$ cat config.mk
export PLATFORM = sky130hd
export DESIGN_NAME = cdc_handshake_tx
export DESIGN_NICKNAME = d
export VERILOG_FILES = /design/src/rtl/cdc_handshake_tx.sv
export SDC_FILE = /design/constraint.sdc
export NUM_CORES = 1
export LEC_CHECK = 0
export ABC_AREA = 1
export ABC_CLOCK_PERIOD_IN_PS = 900
export CAP_MARGIN = 30
export CELL_PAD_IN_SITES_DETAIL_PLACEMENT = 0
export CELL_PAD_IN_SITES_GLOBAL_PLACEMENT = 1
export CORE_AREA = 2 2 57 48
export CTS_CLUSTER_SIZE = 8
export DETAILED_ROUTE_END_ITERATION = 6
export DIE_AREA = 0 0 59 50
export HOLD_SLACK_MARGIN = 0.03
export PLACE_DENSITY = 0.8
export SETUP_SLACK_MARGIN = 0.5
export SYNTH_ARGS = -nofsm -noshare
export SYNTH_HDL_FRONTEND = slang
export SYNTH_SLANG_ARGS = --single-unit
$ cat constraint.sdc
create_clock -name clk -period 0.9 [get_ports clk]
set_input_delay 0.18 -clock clk [delete_from_list [all_inputs] [get_ports clk]]
set_output_delay 0.18 -clock clk [all_outputs]
set_load 0.05 [all_outputs]
$ cat src/rtl/cdc_handshake_tx.sv
// Source side of a four-phase req/ack handshake carrying one word into an asynchronous domain.
// Optional ack-wait timeout with sticky err_out is compiled in with CDC_HS_TIMEOUT_EN.
module cdc_handshake_tx #(
  parameter int unsigned DataWidth     = 8,
  parameter int unsigned SyncRegWidth  = 2,
  parameter int unsigned TimeoutCycles = 255
) (
  input  logic                 clk,
  input  logic                 rst_in,
  input  logic                 load_in,
  input  logic [DataWidth-1:0] data_in,
  output logic                 ready_out,
  output logic                 req_out,
  output logic [DataWidth-1:0] data_out,
  input  logic                 ack_in,
  output logic                 done_out,
  output logic                 err_out
);

  typedef enum logic [1:0] {
    IDLE   = 2'd0,
    REQ_HI = 2'd1,
    REQ_LO = 2'd2
  } state_e;

  state_e                  state_q, state_d;
  logic                    req_q, req_d;
  logic [DataWidth-1:0]    data_q, data_d;
  logic                    done_q, done_d;
  logic                    ready_q;
  logic [SyncRegWidth-1:0] sync_q;
  logic                    ack_sync;
  logic                    timeout_hit_c;
  logic                    timeout_fire_c;
  logic                    abort_c;

  // ack_in is asynchronous; only the last synchronizer stage is used
  always_ff @(posedge clk or posedge rst_in) begin
    if (rst_in) begin
      sync_q <= '0;
    end else begin
      sync_q <= {sync_q[SyncRegWidth-2:0], ack_in};
    end
  end

  assign ack_sync = sync_q[SyncRegWidth-1];

  always_ff @(posedge clk or posedge rst_in) begin
    if (rst_in) begin
      state_q <= IDLE;
      req_q   <= 1'b0;
      data_q  <= '0;
      done_q  <= 1'b0;
      ready_q <= 1'b1;
    end else begin
      state_q <= state_d;
      req_q   <= req_d;
      data_q  <= data_d;
      done_q  <= done_d;
      ready_q <= (state_d == IDLE);
    end
  end

  always_comb begin
    state_d        = state_q;
    req_d          = req_q;
    data_d         = data_q;
    done_d         = 1'b0;
    timeout_fire_c = 1'b0;
    unique case (state_q)
      IDLE: begin
        if (load_in) begin
          data_d  = data_in;
          req_d   = 1'b1;
          state_d = REQ_HI;
        end
      end
      REQ_HI: begin
        if (ack_sync) begin
          req_d   = 1'b0;
          state_d = REQ_LO;
        end else if (timeout_hit_c) begin
          req_d          = 1'b0;
          state_d        = REQ_LO;
          timeout_fire_c = 1'b1;
        end
      end
      REQ_LO: begin
        // A transfer aborted in REQ_HI still drains through REQ_LO but never reports done
        if (!ack_sync) begin
          state_d = IDLE;
          done_d  = !abort_c;
        end else if (timeout_hit_c) begin
          state_d        = IDLE;
          timeout_fire_c = 1'b1;
        end
      end
      default: begin
        state_d = IDLE;
      end
    endcase
  end

`ifdef CDC_HS_TIMEOUT_EN
  localparam int unsigned CntWidth = 16;

  logic [CntWidth-1:0] cnt_q, cnt_d;
  logic                err_q;
  logic                abort_q, abort_d;

  always_comb begin
    cnt_d = cnt_q + CntWidth'(1);
    if ((state_q == IDLE) || (state_d != state_q)) begin
      cnt_d = '0;
    end
    abort_d = abort_q;
    if ((state_q == IDLE) && (state_d == REQ_HI)) begin
      abort_d = 1'b0;
    end else if (timeout_fire_c && (state_q == REQ_HI)) begin
      abort_d = 1'b1;
    end
  end

  always_ff @(posedge clk or posedge rst_in) begin
    if (rst_in) begin
      cnt_q   <= '0;
      err_q   <= 1'b0;
      abort_q <= 1'b0;
    end else begin
      cnt_q   <= cnt_d;
      err_q   <= err_q | timeout_fire_c;
      abort_q <= abort_d;
    end
  end

  // Fires on the edge that completes TimeoutCycles cycles in the current phase
  assign timeout_hit_c = (cnt_q == CntWidth'(TimeoutCycles - 1));
  assign abort_c       = abort_q;
  assign err_out       = err_q;
`else
  logic unused_timeout_c;

  assign timeout_hit_c    = 1'b0;
  assign abort_c          = 1'b0;
  assign err_out          = 1'b0;
  assign unused_timeout_c = timeout_fire_c ^ (^32'(TimeoutCycles));
`endif

  assign ready_out = ready_q;
  assign req_out   = req_q;
  assign data_out  = data_q;
  assign done_out  = done_q;

endmodule

Word level (Yosys, flattened, before mapping)
Cells that the tools add are included.
Widths: inputs -> output; s select.
{"block": "word_totals", "reg_bits": 15, "output_inout_bits": 12}
{"block": "classes", "n_mux": 9, "eq_ne": 4, "n_reduce_logical": 5}
{"operator": "$mux 2", "n": 3}
{"operator": "$pmux 2 s3", "n": 1}
{"operator": "$logic_not 2->1", "n": 2}
{"operator": "$mux 1", "n": 4}
{"operator": "$ne 2x2->1 const B", "n": 2}
{"operator": "$reduce_and 3->1", "n": 1}
{"operator": "$eq 2x1->1 const B", "n": 1}
{"operator": "$eq 2x2->1 const B", "n": 1}
{"operator": "$pmux 1 s2", "n": 1}
{"operator": "$reduce_and 2->1", "n": 1}
{"operator": "$reduce_bool 2->1", "n": 1}

Depth between registers and ports, before layout
Gate-level depths: netlist of run 1.
{"block": "logic_depth", "ltp_word": 3, "mapped_depth": 6, "depth_no_buf": 6}

Worst setup path after synthesis of run 1
No wires, ideal clock.
{"block": "synth_timing", "path_kind": "reg2reg", "from": "register state_q[0]", "to": "register data_q[1], in the netlist data_out[1]", "setup_time_ps": 119, "synth_period_minus_slack_ps": 947, "path_buffers": 1, "setup_slack_ps": -47, "path_stages_with_launch": 6, "t_arrival_ps": 828, "cell_sequence": "dfrtp_1 inv_2 nand3_4 buf_8 nand2_2 o21ai_2"}
{"block": "synth_via", "elab_chain_len": 2}
{"element": "start: declaration", "line": "26", "text": "state_e state_q, state_d;"}
{"element": "start signal: assignment", "line": "56", "text": "state_q <= state_d;"}
{"element": "$logic_not 2->1", "line": "70", "text": "unique case (state_q)"}
{"element": "$reduce_and 2->1 (no line)"}
{"element": "end signal: assignment", "line": "58", "text": "data_q <= data_d;"}
{"element": "end: declaration", "line": "28", "text": "logic [DataWidth-1:0] data_q, data_d;"}
No other way between the ends.
A chain may end at the register's enable or synchronous reset.

Worst setup path after layout of run 1
{"block": "layout_timing", "from": "register ready_q, in the netlist ready_out", "to": "output ready_out"}
{"element": "start: declaration", "line": "30", "text": "logic ready_q;"}
{"element": "start signal: assignment", "line": "60", "text": "ready_q <= (state_d == IDLE);"}
{"element": "end: declaration", "line": "12", "text": "output logic ready_out,"}
No word-level cell between the ends.

==> results of run 1 <==
-- logic make-up (layout without fill, tap and decap cells) --
group                  count (synthesis)  after routing  share of synthesized area [%]
buffers and inverters                 14             46                           10.9
other                                  1              1                          0.607
and+or+nand+nor                       19             22                           14.6
AOI/OAI and AO/OA                     10             10                           13.0
DFF                                   15             15                           60.9
-- what timing repair did --
action | in CTS | in global routing
pin swaps | 2 | 2
buffers inserted | 4 | 2
endpoints found under the setup margin | 40 | 26
endpoints found under the hold margin | 3 | 1
gates resized for setup | 11 | 7
gates cloned | 3 | 0
-- layer usage --
layer | track usage (%) | vias to the layer above
li1 | - | 257
met1 | 13.0 | 232
met2 | 14.3 | 16
met3 | 2.89 | 0
met4 | 4.55 | 0
met5 | 0 | -
-- registers in the layout (all words and copies together), names as in the netlist --
signal / flops
ready_out: 1
sync_q: 2
state_q: 2
done_out: 1
data_out: 8
req_out: 1
-- synth_stat cells --
master / instances / area share [%]
buf_4: 1 / 1.2
buf_8: 1 / 2.4
conb_1: 1 / 0.61
dfrtp_1: 14 / 57
dfstp_2: 1 / 4.3
inv_1: 10 / 6.1
inv_2: 2 / 1.2
nand2_1: 14 / 8.5
nand2_2: 1 / 1.0
nand3_1: 1 / 0.81
nand3_4: 1 / 2.8
nor2_1: 1 / 0.61
nor3_1: 1 / 0.81
o21ai_1: 2 / 1.6
o21ai_2: 8 / 11
-- power breakdown --
| part | internal (mW) | switching, mW |
|---|---|---|
| sequential | 1.01 | 0.300 |
| clock | 0.165 | 0.220 |
| combinational | 1.45 | 1.53 |
-- layout by cell type, fill, tap and decap left out --
master,netlist,routed
nor2_1,1,1
nor3_2,0,1
buf_12,0,14
buf_4,1,2
clkinv_2,0,1
dfrtp_1,14,4
dfrtp_2,0,10
inv_4,0,2
nand2_4,0,1
clkbuf_4,0,3
nand3_4,1,4
clkdlybuf4s50_1,0,8
nand2_1,14,13
o21ai_2,8,9
conb_1,1,1
buf_6,0,3
nand2_2,1,1
inv_1,10,9
nand3_2,0,1
dlymetal6s2s_1,0,1
dlygate4sd2_1,0,2
o21ai_4,0,1
dfstp_2,1,1
clkinvlp_4,0,1
-- per-stage QoR --
stage,worst slack [ps],TNS (ps),instances,total power [mW]
floorplan,-40.4,-40.4,59,2.54
global placement,-365,-3790,108,3.74
detailed placement,-389,-3970,108,3.77
CTS,-268,-2600,119,4.53
global route,-267,-3280,121,4.88
finish,-250,-2630,121,4.67
-- path summary, 6_finish.rpt --
path                             end  cells after the start
setup / recovery           ready_out                      1
hold reg to reg            sync_q[1]                      0
max in group asynchronous  ready_out                      3
setup reg to reg             req_out                      7
hold / removal             sync_q[0]                      1
min in group asynchronous  sync_q[1]                      3
-- area by class of cell --
class | count | area share [%]
multi-input combinational | 33 | 21.5
tap | 27 | 2.81
inverter | 12 | 4.47
clock buffer | 3 | 1.87
sequential | 15 | 32.4
timing repair buffer | 30 | 36.5
clock inverter | 1 | 0.416
==> summary.txt, run 1 <==
Placement
  • GPL Wtd Cong: 0.668
  • Area after DPL: 991 um2
  • DP Wirelength: 845 um
  • # port buffers: 22

Setup path
  • CP Buf/Inv Count: 1
  • Crit path largest cell delay: 560 ps
  • Worst setup SP type: flop
  • Critical path origin: ready_out
  • Crit Path Class: flop to primary output
  • Req. time, crit path: 720 ps
  • Crit path capture type: primary output
  • Worst Path Max Fanout: 1
  • Reg2reg start: state_q[1]
  • CP cell instances: buf_12
  • Crit-path slowest cell: dfstp_2
  • R2R Setup Slk: -140 ps
  • Critical Path AT: 970 ps
  • Worst path top cell family by delay: flip-flops

Global routing
  • GRT overflow: 0
  • First-pass GRT wire length: 2140 um
  • Number of global-route vias before repair: 490
  • Largest net degree at the start of global routing: 12
  • All-layer global routing usage: 9.72%
  • Initial antenna violation count: 0

Cells and area
  • Layout area overhead: 94.5%
  • Final instance area: 1200 um2
  • Area of the multi-input gates: 259 um2
  • Antenna cell count: 0
  • # nets final: 107
  • Area taken by flip-flops and latches: 389 um2
  • Fillers: 215
  • Fin util: 50.9%
  • Share of cells above drive strength 1: 58.5%

Detailed routing
  • Routed met3 length: 85 um
  • WL met2: 668 um
  • Initial DRC Count: 3
  • Routed vias/inst: 4.17
  • Pre-Repair DR Iteration Count: 2
  • Routed WL: 1350 um
  • Drt wl/cell: 11.2 um
  • DR top layer: met3
  • Wire length on met1: 597 um
  • Routed vias: 505
  • Remaining antenna violation count: 0
  • Remaining DRCs: 0

Floorplan
  • Top Ports: 24
  • Core area: 2360 um2
  • Total die area: 2950 um2
  • Die Y: 50 um
  • Num rows: 16
  • Starting Density: 26.2%
  • Die width: 59 um

Timing
  • Period utilisation layout: 128%
  • Max Fclk: 870 MHz
  • Worst setup margin: -250 ps
  • Final Slew Violations: 0
  • Hold Slack: 10.7 ps
  • Final-report hold violation count: 0
  • Final Setup Violations: 20
  • Fin crit period: 1150 ps
  • RSZ-0062 raised after global routing: yes
  • Clock Skews: 4.58 ps

Logic synthesis
  • Yosys warnings: 0
  • Mapped Cells: 59
  • Net Count, Synth: 71
  • Unique masters post-synth: 15
  • Post-synthesis sequential area ratio: 60.9%
  • Synthesized flop and latch total: 15
  • Cell Area, Synth: 618 um2
  • Syn Area/Cell: 10.5 um2

Hold path
  • Hold_sp: ack_in
  • Hold Crit Class: input port to flop

Clocking
  • # H-tree levels: 1
  • Root Driver: clkbuf_4
  • CTS Buf Count: 3
  • Clk slew on worst S/H paths: 90 ps
  • CTS sink cnt: 15
  • Clock latency at the later pin of the worst-skew pair: 280 ps
  • CTS tree: built
  • Clock Tree Buf Depth: 2

Power
  • Peak supply drop: 1.69 mV
  • Pwr Density: 3880 nW/um2
  • Leak: 0.555 nW

Job
  • Max cap viols: 0

Outcome
  • Failing checks: negative setup slack
  • Outcome: finished with violations
(Power assumes the default switching activity.)
==> inputs of run 2 (changes only) <==
- CORE_AREA: 2 2 57 48 -> 4 4 59 50
- DIE_AREA: 0 0 59 50 -> 0 0 63 54
==> run 2 against run 1 <==
Effect of this change: the flow still finishes with violations (negative setup slack); clock skew is 2.6 ps lower; highest routed layer unchanged; critical path type unchanged; largest power group unchanged; first-iteration DRC count up 33%; sequential power is essentially flat; largest cell class unchanged; critical endpoint unchanged.
==> summary.txt, run 2 (same netlist as run 1, synthesis figures left out) <==
Outcome
  • Outcome: finished with violations
  • Failing checks: negative setup slack

Hold path
  • Hold Crit Class: input port to asynchronous set/reset pin

Cells and area
  • Layout area overhead: 101%
  • Commonest non-fill, non-tap cell in the layout: buf_12
  • Max FFs per register: 8
  • Share of cells above drive strength 1: 67.3%
  • Final instance area: 1240 um2
  • Antenna cell count: 0
  • # nets final: 114
  • Final Non-Filler Cells: 128
  • Fin util: 52.3%
  • Commonest non-fill, non-tap cells in the layout: buf_12 (13), o21ai_2 (10), dfrtp_2 (10), buf_4 (10)

Timing
  • Max Fclk: 875 MHz
  • RSZ-0062 raised after global routing: yes
  • Clock Skews: 2.02 ps
  • Hold Slack: 40.0 ps
  • Fin crit period: 1140 ps
  • Final Setup Violations: 21
  • Period utilisation layout: 127%
  • Final Slew Violations: 0
  • Worst setup margin: -243 ps
  • Final-report hold violation count: 0
  • Setup TNS: -2340 ps

Power
  • Peak supply drop: 1.68 mV
  • Sw Pwr: 2.10 mW
  • Sw Share: 43.0%
  • Gate power share: 65.4%
  • Leak: 0.575 nW
  • Int Pwr: 2.79 mW
  • Sequential Power Share: 26.7%
  • Pwr Density: 3920 nW/um2
  • Clock power frac: 7.9%

Global routing
  • First-pass GRT wire length: 2400 um
  • Largest net degree at the start of global routing: 9
  • GRT overflow: 0
  • All-layer global routing usage: 9.29%
  • Initial antenna violation count: 0
  • Number of global-route vias before repair: 552

Setup path
  • Crit Path Class: flop to primary output
  • CP Buf/Inv Count: 1
  • Crit path capture type: primary output
  • Critical path origin: ready_out
  • Crit path largest cell delay: 550 ps
  • Req. time, crit path: 720 ps
  • Worst path top cell family by delay: flip-flops
  • Reg2reg start: state_q[1]
  • Worst Path Max Fanout: 1
  • CP Depth: 1
  • R2R Setup Slk: -80 ps
  • Crit-path slowest cell: dfstp_2
  • R2R depth: 5
  • Setup crit end: ready_out
  • Worst setup SP type: flop
  • FF-to-FF End: data_out[7]
  • Critical Path AT: 960 ps
  • CP cell instances: buf_12

Clocking
  • # H-tree levels: 1
  • Clock Tree Buf Depth: 2
  • CTS Buf Count: 3
  • CTS sink cnt: 15
  • Root Driver: clkbuf_4
  • CTS tree: built
  • Clock latency at the later pin of the worst-skew pair: 280 ps
  • Clk slew on worst S/H paths: 90 ps

Floorplan
  • Die width: 63 um
  • Total die area: 3400 um2
  • Starting Density: 25.9%
  • Core area: 2380 um2
  • Top Ports: 24
  • Die Y: 54 um
  • Num rows: 16

Detailed routing
  • Remaining antenna violation count: 0
  • Initial DRC Count: 4
  • Pre-Repair DR Iteration Count: 4
  • Routed WL: 1440 um
  • Routed vias: 525
  • Routed vias/inst: 4.10
  • Drt wl/cell: 11.3 um
  • Remaining DRCs: 0

Placement
  • DP Wirelength: 867 um
  • # port buffers: 22
  • Placed Cells: 108
  • GPL Wtd Cong: 0.690
  • Area after DPL: 991 um2

Job
  • Max cap viols: 0
-- run 2: cell types whose count changed in the layout (fill, tap and decap cells not counted), sizes merged --
| cell | before | now |
|---|---|---|
| clkbuf | 3 | 4 |
| clkinv | 1 | 0 |
| dlymetal6s2s | 1 | 0 |
| dlygate4sd2 | 2 | 3 |
| buf | 19 | 26 |
-- run 2: layer usage --
| metal | part of all wire, % | routed length [um] | vias up | GRT usage [%] |
|---|---|---|---|---|
| li1 | - | - | 270 | - |
| met1 | 44 | 641 | 240 | 11.0 |
| met5 | 0 | 0 | - | 0 |
| met4 | 0 | 0 | 0 | 2.20 |
| met2 | 50 | 725 | 15 | 15.4 |
| met3 | 5.2 | 75 | 0 | 4.38 |
-- run 2: through the flow --
stage               total power, mW  setup WS [ps]
detailed placement             3.77           -388
global placement               3.74           -378
global route                   5.15           -284
CTS                            4.71           -261
floorplan                      2.54          -40.4
finish                         4.89           -243
-- run 2: worst min path at each step --
stage	startpoint	end	slack [ps]	depth (start not counted)
floorplan	rst_in	state_q[0]	0.3	1
global placement	sync_q[0]	sync_q[1]	330	0
detailed placement	sync_q[0]	sync_q[1]	350	0
CTS	rst_in	state_q[0]	30	3
global route	rst_in	data_out[6]	30	3
finish	rst_in	data_out[6]	40	3
-- run 2: cell type report --
type                            instances  area (um2)
Inverter                               12        53.8
Clock buffer                            4        26.3
Sequential cell                        15         389
Timing Repair Buffer                   37         475
Tap cell                               27        33.8
Multi-Input combinational cell         33         267
Fill cell                             219        1140
-- run 2: worst register-to-register path, stage by stage, from the launching register on --
cell	delay, ps
dfrtp_1	420
inv_4	90
buf_6	110
nand3_4	110
nand2_2	100
o21ai_2	50
-- run 2: power groups by stage --
stage                     sequential [mW]  clock, mW  combinational [mW]
after floorplan                      1.97          0               0.571
after global placement               1.30          0                2.45
after detailed placement             1.29          0                2.48
after CTS                            1.31      0.409                2.99
after global routing                 1.34      0.442                3.37
final                                1.31      0.385                3.19
-- run 2: repair_timing --
item,CTS,global route
hold endpoints to repair,8,3
setup endpoints to repair,41,25
pin swaps,6,3
setup buffers,8,5
gates cloned,3,0
resized for setup,19,5
==> inputs of run 3 (changes only) <==
- MAX_ROUTING_LAYER: unset -> met4
==> run 3 against run 2 <==
Effect of this change: the flow still finishes with violations (negative setup slack); critical endpoint unchanged; final area is the same; non-clock buffer count unchanged; core utilization unchanged; via count stayed put; highest routed layer unchanged; largest cell class unchanged.
==> summary.txt, run 3 (same netlist as run 1, synthesis figures left out) <==
Detailed routing
  • Initial DRC Count: 4
  • Routed vias/inst: 4.10
  • Drt wl/cell: 11.3 um
  • Routed WL: 1440 um
  • Remaining antenna violation count: 0
  • Remaining DRCs: 0
  • Routed vias: 525
  • Pre-Repair DR Iteration Count: 4

Setup path
  • Crit path capture type: primary output
  • R2R depth: 5
  • Worst Path Max Fanout: 1
  • Worst setup SP type: flop
  • CP Buf/Inv Count: 1
  • Crit Path Class: flop to primary output
  • Req. time, crit path: 720 ps
  • CP Depth: 1
  • Crit-path slowest cell: dfstp_2
  • CP cell instances: buf_12
  • Critical Path AT: 960 ps
  • Worst path top cell family by delay: flip-flops
  • Crit path largest cell delay: 550 ps

Global routing
  • GRT overflow: 0
  • All-layer global routing usage: 9.57%
  • Largest net degree at the start of global routing: 9
  • Initial antenna violation count: 0
  • First-pass GRT wire length: 2400 um
  • Number of global-route vias before repair: 552

Power
  • Peak supply drop: 1.68 mV
  • Gate power share: 65.4%
  • Sw Share: 43.0%
  • Leak: 0.575 nW
  • Sequential Power Share: 26.7%
  • Int Pwr: 2.79 mW
  • Sw Pwr: 2.10 mW
  • Pwr Density: 3920 nW/um2
  • Total power: 4.89 mW
  • Clock power frac: 7.9%

Timing
  • Final Setup Violations: 21
  • Setup TNS: -2340 ps
  • RSZ-0062 raised after global routing: yes
  • Fin crit period: 1140 ps
  • Clock Skews: 2.02 ps
  • Final Slew Violations: 0
  • Max Fclk: 875 MHz
  • Period utilisation layout: 127%
  • Final-report hold violation count: 0
  • Worst setup margin: -243 ps

Clocking
  • Root Driver: clkbuf_4
  • CTS Buf Count: 3
  • Clk slew on worst S/H paths: 90 ps
  • Clock Tree Buf Depth: 2
  • CTS tree: built
  • # H-tree levels: 1
  • CTS sink cnt: 15
  • Clock latency at the later pin of the worst-skew pair: 280 ps

Placement
  • GPL Wtd Cong: 0.697
  • Area after DPL: 991 um2
  • Placed Cells: 108
  • # port buffers: 22
  • DP Wirelength: 867 um

Floorplan
  • Total die area: 3400 um2
  • Num rows: 16
  • Top Ports: 24
  • Starting Density: 25.9%
  • Die width: 63 um
  • Core area: 2380 um2
  • Die Y: 54 um

Cells and area
  • Share of cells above drive strength 1: 67.3%
  • Commonest non-fill, non-tap cell in the layout: buf_12
  • # nets final: 114
  • Layout area overhead: 101%
  • Antenna cell count: 0
  • Max FFs per register: 8
  • Final Non-Filler Cells: 128
  • Commonest non-fill, non-tap cells in the layout: buf_12 (13), o21ai_2 (10), dfrtp_2 (10), buf_4 (10)
  • Final instance area: 1240 um2
  • Fillers: 219

Outcome
  • Outcome: finished with violations
  • Failing checks: negative setup slack

Job
  • Max cap viols: 0

Hold path
  • Hold Crit Class: input port to asynchronous set/reset pin
run 3: cell counts in the layout (fill, tap and decap cells not counted):
No cell type changed its count.
run 3: area by class of cell:
| class | count | area, um2 | share of cell area (%) |
|---|---|---|---|
| multi-input combinational | 33 | 267 | 21.4 |
| clock buffer | 4 | 26.3 | 2.11 |
| sequential | 15 | 389 | 31.3 |
| timing repair buffer | 37 | 475 | 38.2 |
| tap | 27 | 33.8 | 2.71 |
| inverter | 12 | 53.8 | 4.32 |
run 3: stage by stage:
stage | setup WS, ps | hold WS (ps) | utilization [%]
after floorplan | -40.4 | 0.266 | -
after CTS | -261 | 27.5 | 49.9
after detailed placement | -388 | 346 | 41.6
final | -243 | 40.0 | 52.3
after global placement | -378 | 335 | 41.6
after global routing | -284 | 25.1 | 52.3
run 3: repair_timing:
action | 4_1_cts | 5_1_grt
pin swaps | 6 | 3
hold endpoints to repair | 8 | 3
buffers inserted | 8 | 5
gates cloned | 3 | 0
gates resized for setup | 19 | 5
endpoints found under the setup margin | 41 | 25
run 3: final timing paths:
| check | startpoint | slack [ps] | end |
|---|---|---|---|
| max | ready_out | -240 | ready_out |
| min | rst_in | 40 | data_out[6] |
| max reg2reg | state_q[1] | -80 | data_out[7] |
| min reg2reg | sync_q[0] | 360 | sync_q[1] |
| max in group asynchronous | rst_in | 670 | ready_out |
| min in group clk | ack_in | 120 | sync_q[0] |
run 3: power groups by stage:
stage / Clock, mW / Combinational (mW) / Sequential (mW)
after CTS: 0.409 / 2.99 / 1.31
after global placement: 0 / 2.45 / 1.30
after global routing: 0.442 / 3.37 / 1.34
final: 0.385 / 3.19 / 1.31
after detailed placement: 0 / 2.48 / 1.29
after floorplan: 0 / 0.571 / 1.97
run 3: routing by layer:
metal  track usage (%)  routed length (um)  vias to the layer above
met4              2.20                   0                        0
li1                  -                   -                      270
met1              11.2                 646                      240
met3              4.18                  69                        0
met2              15.4                 725                       15
met5                 -                   0                        -
run 3: worst min-delay path, cell delays in order:
cell	delay, ps
dlygate4sd2_1	250
clkinvlp_4	100
buf_4	110
